`src/rtl/pwm_fade_pkg.sv`:
```
// pwm_fade_pkg: shared types and default widths for the PWM fade sequencer.
//   fade_state_t : sequencer state, 2-bit encoding (IDLE=0, RAMP_UP=1,
//                  HOLD=2, RAMP_DOWN=3), also exported on state_o.
//   *_DEF        : default widths for duty, prescaler and hold counter.
package pwm_fade_pkg;

  localparam int DUTY_W_DEF  = 8;
  localparam int PRESC_W_DEF = 16;
  localparam int HOLD_W_DEF  = 8;

  typedef enum logic [1:0] {
    IDLE      = 2'd0,
    RAMP_UP   = 2'd1,
    HOLD      = 2'd2,
    RAMP_DOWN = 2'd3
  } fade_state_t;

endpackage

```
`src/rtl/pwm_fade_sequencer_prescaler.sv`:
```
// fade_tick_prescaler: free-running tick generator for the fade sequencer.
//   clk, rst     : clock, synchronous active-high reset
//   clear        : synchronous counter clear (sequence start / abort)
//   en           : count enable (sequencer not idle)
//   period       : tick period minus 1, in clk cycles
//   tick         : high in the cycle where the counter equals period
module fade_tick_prescaler #(
  parameter int PRESC_W = 16
) (
  input  logic               clk,
  input  logic               rst,
  input  logic               clear,
  input  logic               en,
  input  logic [PRESC_W-1:0] period,
  output logic               tick
);

  logic [PRESC_W-1:0] cnt;

  // Combinational so the sequencer acts on the tick edge itself.
  assign tick = en && (cnt == period);

  always_ff @(posedge clk) begin
    if (rst || clear)
      cnt <= '0;
    else if (en)
      cnt <= tick ? '0 : cnt + PRESC_W'(1);
  end

endmodule

```
`src/rtl/pwm_fade_sequencer.sv`:
```
// pwm_fade_sequencer: ramps PWM duty 0 -> target, holds, ramps back to 0,
// once or looping, stepping once per prescaler tick.
//   clk, rst      : clock, synchronous active-high reset
//   start, abort  : one-cycle pulses; abort wins over start and tick
//   cfg_target    : peak duty           cfg_step     : duty delta per tick
//   cfg_prescale  : tick period - 1     cfg_hold     : ticks at peak - 1
//   cfg_loop      : repeat until abort
//   duty_out      : sequenced duty      owns_duty    : high when not IDLE
//   done          : end-of-sequence pulse (non-loop only)
//   state_o       : current state encoding
// Optional build macro PWM_FADE_GAMMA_EN: duty_out = (d*d) >> DUTY_W with one
// registered stage; done, state_o and owns_duty are delayed to match.
module pwm_fade_sequencer
  import pwm_fade_pkg::*;
#(
  parameter int DUTY_W  = DUTY_W_DEF,
  parameter int PRESC_W = PRESC_W_DEF,
  parameter int HOLD_W  = HOLD_W_DEF
) (
  input  logic               clk,
  input  logic               rst,
  input  logic               start,
  input  logic               abort,
  input  logic [DUTY_W-1:0]  cfg_target,
  input  logic [DUTY_W-1:0]  cfg_step,
  input  logic [PRESC_W-1:0] cfg_prescale,
  input  logic [HOLD_W-1:0]  cfg_hold,
  input  logic               cfg_loop,
  output logic [DUTY_W-1:0]  duty_out,
  output logic               owns_duty,
  output logic               done,
  output logic [1:0]         state_o
);

  fade_state_t        state;
  logic [DUTY_W-1:0]  duty_lin;
  logic               done_r;
  logic [HOLD_W-1:0]  hold_cnt;

  // Shadow config, captured only on an accepted start.
  logic [DUTY_W-1:0]  sh_target;
  logic [DUTY_W-1:0]  sh_step;
  logic [PRESC_W-1:0] sh_prescale;
  logic [HOLD_W-1:0]  sh_hold;
  logic               sh_loop;

  logic               tick;
  logic               start_ok;
  logic [DUTY_W-1:0]  eff_step;
  logic [DUTY_W:0]    sum;

  assign start_ok = start && (state == IDLE);
  // step=0 would stall the ramp forever; treat it as 1.
  assign eff_step = (sh_step == '0) ? DUTY_W'(1) : sh_step;
  // One extra bit so the up-ramp compare cannot wrap past target.
  assign sum      = {1'b0, duty_lin} + {1'b0, eff_step};

  fade_tick_prescaler #(.PRESC_W(PRESC_W)) u_presc (
    .clk    (clk),
    .rst    (rst),
    .clear  (abort || start_ok),
    .en     (state != IDLE),
    .period (sh_prescale),
    .tick   (tick)
  );

  always_ff @(posedge clk) begin
    if (rst) begin
      state       <= IDLE;
      duty_lin    <= '0;
      done_r      <= 1'b0;
      hold_cnt    <= '0;
      sh_target   <= '0;
      sh_step     <= '0;
      sh_prescale <= '0;
      sh_hold     <= '0;
      sh_loop     <= 1'b0;
    end else if (abort) begin
      state    <= IDLE;
      duty_lin <= '0;
      done_r   <= 1'b0;
      hold_cnt <= '0;
    end else begin
      done_r <= 1'b0;
      case (state)
        IDLE: begin
          if (start) begin
            sh_target   <= cfg_target;
            sh_step     <= cfg_step;
            sh_prescale <= cfg_prescale;
            sh_hold     <= cfg_hold;
            sh_loop     <= cfg_loop;
            duty_lin    <= '0;
            state       <= RAMP_UP;
          end
        end
        RAMP_UP: begin
          if (tick) begin
            if (sum >= {1'b0, sh_target}) begin
              duty_lin <= sh_target;
              hold_cnt <= '0;
              state    <= HOLD;
            end else begin
              duty_lin <= sum[DUTY_W-1:0];
            end
          end
        end
        HOLD: begin
          if (tick) begin
            if (hold_cnt == sh_hold) state <= RAMP_DOWN;
            else                     hold_cnt <= hold_cnt + HOLD_W'(1);
          end
        end
        RAMP_DOWN: begin
          if (tick) begin
            if (duty_lin <= eff_step) begin
              duty_lin <= '0;
              if (sh_loop) begin
                state <= RAMP_UP;
              end else begin
                state  <= IDLE;
                done_r <= 1'b1;
              end
            end else begin
              duty_lin <= duty_lin - eff_step;
            end
          end
        end
        default: state <= IDLE;
      endcase
    end
  end

`ifdef PWM_FADE_GAMMA_EN
  logic [2*DUTY_W-1:0] sq;
  logic [DUTY_W-1:0]   duty_g;
  logic                done_d;
  logic [1:0]          state_d;

  assign sq = {{DUTY_W{1'b0}}, duty_lin} * {{DUTY_W{1'b0}}, duty_lin};

  always_ff @(posedge clk) begin
    if (rst) begin
      duty_g  <= '0;
      done_d  <= 1'b0;
      state_d <= 2'd0;
    end else begin
      duty_g  <= sq[2*DUTY_W-1:DUTY_W];
      done_d  <= done_r;
      state_d <= state;
    end
  end

  assign duty_out  = duty_g;
  assign done      = done_d;
  assign state_o   = state_d;
  assign owns_duty = (state_d != 2'd0);
`else
  assign duty_out  = duty_lin;
  assign done      = done_r;
  assign state_o   = state;
  assign owns_duty = (state != IDLE);
`endif

endmodule
```
`config.mk`:
```
export PLATFORM = sky130hd
export DESIGN_NAME = pwm_fade_sequencer
export DESIGN_NICKNAME = d
export VERILOG_FILES = /design/src/rtl/pwm_fade_pkg.sv /design/src/rtl/pwm_fade_sequencer_prescaler.sv /design/src/rtl/pwm_fade_sequencer.sv
export SDC_FILE = /design/constraint.sdc
export NUM_CORES = 1
export LEC_CHECK = 0
export BUFFER_PORTS_ARGS = -buffer_cell sky130_fd_sc_hd__buf_4
export CAP_MARGIN = 40
export CORE_ASPECT_RATIO = 1.4
export CORE_MARGIN = 5
export CORE_UTILIZATION = 50
export DETAILED_ROUTE_END_ITERATION = 10
export MAX_ROUTING_LAYER = met4
export PLACE_DENSITY = 0.73
export SETUP_SLACK_MARGIN = 0.5
export SYNTH_ARGS = -nofsm -noshare
export SYNTH_HDL_FRONTEND = slang
export SYNTH_SLANG_ARGS = --single-unit
export TNS_END_PERCENT = 50
```
`constraint.sdc`:
```
create_clock -name clk -period 3.36 [get_ports clk]
set_input_delay 0.336 -clock clk [delete_from_list [all_inputs] [get_ports clk]]
set_output_delay 0.336 -clock clk [all_outputs]
set_load 0.005 [all_outputs]
```
==> impl_metrics.toml <==
[timing]
worst_slew_pin_slew_ns = 0.8192
fin_crit_sh = 1.023
hold_viol_final = 0
slew_viol_final = 0
fmax_mhz = 290.8
fin_ws_ns = -0.07826
period_needed_ns = 3.438
skew_ns = 0.006821
slew_headroom = 0.4538
rsz0062_at_grt = "true"
setup_violations = 8
holdWs_ns = 0.2083

[clocking]
clockRootBuffer = "clkbuf_16"
clkTransAtPathRegs_ns = 0.06
htree_levels = 3
ctsLongestPathBuffers = 2
cts_sinks = 76
cts_tree = "yes"
cts_buffers = 9
clock_latency_ns = 0.34

[power]
peakVddDrop_mv = 0.3940
power.density_nw_per_um2 = 425.4
p_leak_uw = 0.002341

[finish]
fillers = 750
area_growth_pct = 24.78
num_antenna_cells = 0
drive_gt1_frac = 0.2213
nets = 702
fin_cells = 733

[yosys]
syn_area_um2 = 4378
synth_warnings = 0
ys_ff_latch = 76
async_flop_share = 0
synth.distinct_cells = 53
ys_seq_area_frac = 0.3475
synth_flop_cell = "dfxtp_1"
syn_inst = 557
syn_avg_cell_area_um2 = 7.860
syn_nets = 636
synth_edf_count = 0

[outcome]
status = "complete, but fails checks"
failed_checks = "setup timing"

[worst_setup_path]
required_ns = 3.62
crit_family = "compound AO/OA/AOI/OAI gates"
worst_setup_path_start_kind = "flop"
endpoint_kind = "flop"
critPathMaxStageDelay_ns = 0.35
worstPathCellList = "nor4_4, a41o_1, ha_2, fa_2, nor2b_4, o31ai_4, o31ai_4, xnor2_2, ha_1, a21oi_2, o221ai_2, a211o_4, and2_4, o221ai_4, mux2i_1"
path_max_fanout = 5
cp.arrival_ns = 3.70
slowest_stage = "dfxtp_2"
crit_buf_inv = 0
worst-setup-path-type = "reg2reg"
critPathMostFrequentCell = "o31ai_4"

[flow_run]
cap_viol_max_count = 0

[floorplanning]
dieHeight_um = 120.7
die_area_um2 = 10750
initial_utilization = 0.5115
num_rows = 40
core_area_um2 = 8558
ios = 57
die_w_um = 89.09

[grt]
grt_overflow = 0
grtUsageTotal = 0.2188
grt_max_degree = 44
antenna_found_initial = 0
grt_pass1_wl_um = 17860
grt_pass1_vias = 3893

[route]
finalWirelength_um = 11100
drt_iter0_drc = 139
wl_per_cell_um = 15.15
ant_nets = 0
drc_errors = 0
vias = 3948
avgViaCountPerCell = 5.386
dr.pass1.iters = 4

[placement]
io_buffer_count = 56
dp.cells = 715
routabilityCongestion = 0.8317
dp.final_hpwl_um = 8193

[worst_hold_path]
hold_class = "in2reg"
-- timing repair --
action	CTS	global route
pin swaps	9	6
gates resized for setup	9	8
setup buffers	2	0
hold buffers	0	0
setup endpoints to repair	18	19
-- cells in the final DEF, fill, tap and decap left out, types with 6 or more instances in the layout --
cell type / n
nand2_1: 108
buf_4: 86
dfxtp_1: 69
a21oi_1: 57
nor2_1: 38
xor2_1: 37
ha_1: 31
inv_1: 30
nand3_1: 13
o21ai_0: 10
xnor2_1: 9
clkbuf_16: 9
o21ai_1: 8
o22ai_1: 7
mux2i_1: 7
or3_1: 7
dfxtp_2: 7
nor4_1: 6
a22oi_1: 6
-- worst register-to-register path: cells and delay by family (launching register included) --
family | cells | cell delay (ns)
compound gates | 7 | 1.40
xor+xnor | 1 | 0.14
fa+ha+maj | 3 | 0.86
flops | 1 | 0.35
mux | 1 | 0.23
simple gates | 3 | 0.38
-- power breakdown --
part | internal [uW] | switching (uW) | total [uW]
clock | 575 | 377 | 952
sequential | 930 | 23.8 | 954
combinational | 187 | 230 | 418
-- cell type report --
type | instances | area, um2 | share of cell area
clock inverters | 6 | 65.06 | 0.01191
clock buffers | 10 | 229.0 | 0.04191
inverters | 32 | 120.1 | 0.02199
multi-input cells | 418 | 2741 | 0.5018
flip-flops and latches | 76 | 1530 | 0.2801
repair buffers | 86 | 645.6 | 0.1182
well taps | 105 | 131.4 | 0.02405
-- kinds of logic after synthesis --
family / share of synthesized area
flops: 0.3475
simple gates: 0.2264
mux: 0.01601
xor+xnor: 0.09403
buf+inv: 0.05602
fa+ha+maj: 0.1006
compound gates: 0.1595
-- stage by stage --
stage	setup slack (ns)	power (uW)	utilization	area (um2)	setup TNS [ns]
2_1_floorplan	-0.006464	1228	-	4436	-0.01030
3_3_place_gp	-0.2114	1354	0.5923	5069	-2.396
3_5_place_dp	-0.3770	1363	0.5923	5069	-4.708
4_1_cts	-0.1682	2336	0.6339	5425	-1.124
5_1_grt	-0.2248	2432	0.6383	5463	-2.477
6_report	-0.07826	2324	0.6383	5463	-0.2292
-- sequential cells by signal, indices dropped and copies added (netlist names), 2 cells and up --
register	flops
duty_out	8
hold_cnt	8
sh_prescale	16
sh_hold	8
sh_target	8
u_presc.cnt	16
sh_step	8
state_o	2
-- worst paths after layout --
check / start / end / slack (ns) / cells past startpoint
max: sh_step[5] / state_o[0] / -0.08 / 15
min: start / u_presc.cnt[1] / 0.21 / 2
max reg2reg: sh_step[5] / state_o[0] / -0.08 / 15
min reg2reg: sh_target[5] / sh_target[5] / 0.46 / 2
-- synthesized netlist by cell type, types with 4 or more instances --
library cell / instances / share of area
a211oi_1: 4 / 0.0069
a21oi_1: 59 / 0.067
a22oi_1: 6 / 0.010
and3_1: 4 / 0.0057
buf_2: 7 / 0.0080
clkbuf_1: 24 / 0.021
dfxtp_1: 76 / 0.35
ha_1: 32 / 0.091
inv_1: 32 / 0.027
mux2i_1: 7 / 0.016
nand2_1: 108 / 0.093
nand3_1: 13 / 0.015
nand4_1: 5 / 0.0071
nor2_1: 40 / 0.034
nor2b_1: 5 / 0.0071
nor3_1: 5 / 0.0057
nor4_1: 7 / 0.010
o21ai_0: 12 / 0.014
o21ai_1: 6 / 0.0069
o22ai_1: 7 / 0.010
or2_2: 5 / 0.0071
or3_1: 7 / 0.010
xnor2_1: 10 / 0.020
xor2_1: 37 / 0.074
-- layer usage --
layer | GRT usage | share of wire
met2 | 0.3865 | 0.53
met1 | 0.2361 | 0.40
met3 | 0.03272 | 0.033
met5 | - | 0
met4 | 0.09590 | 0.033
Power figures use the tool's default switching activity.
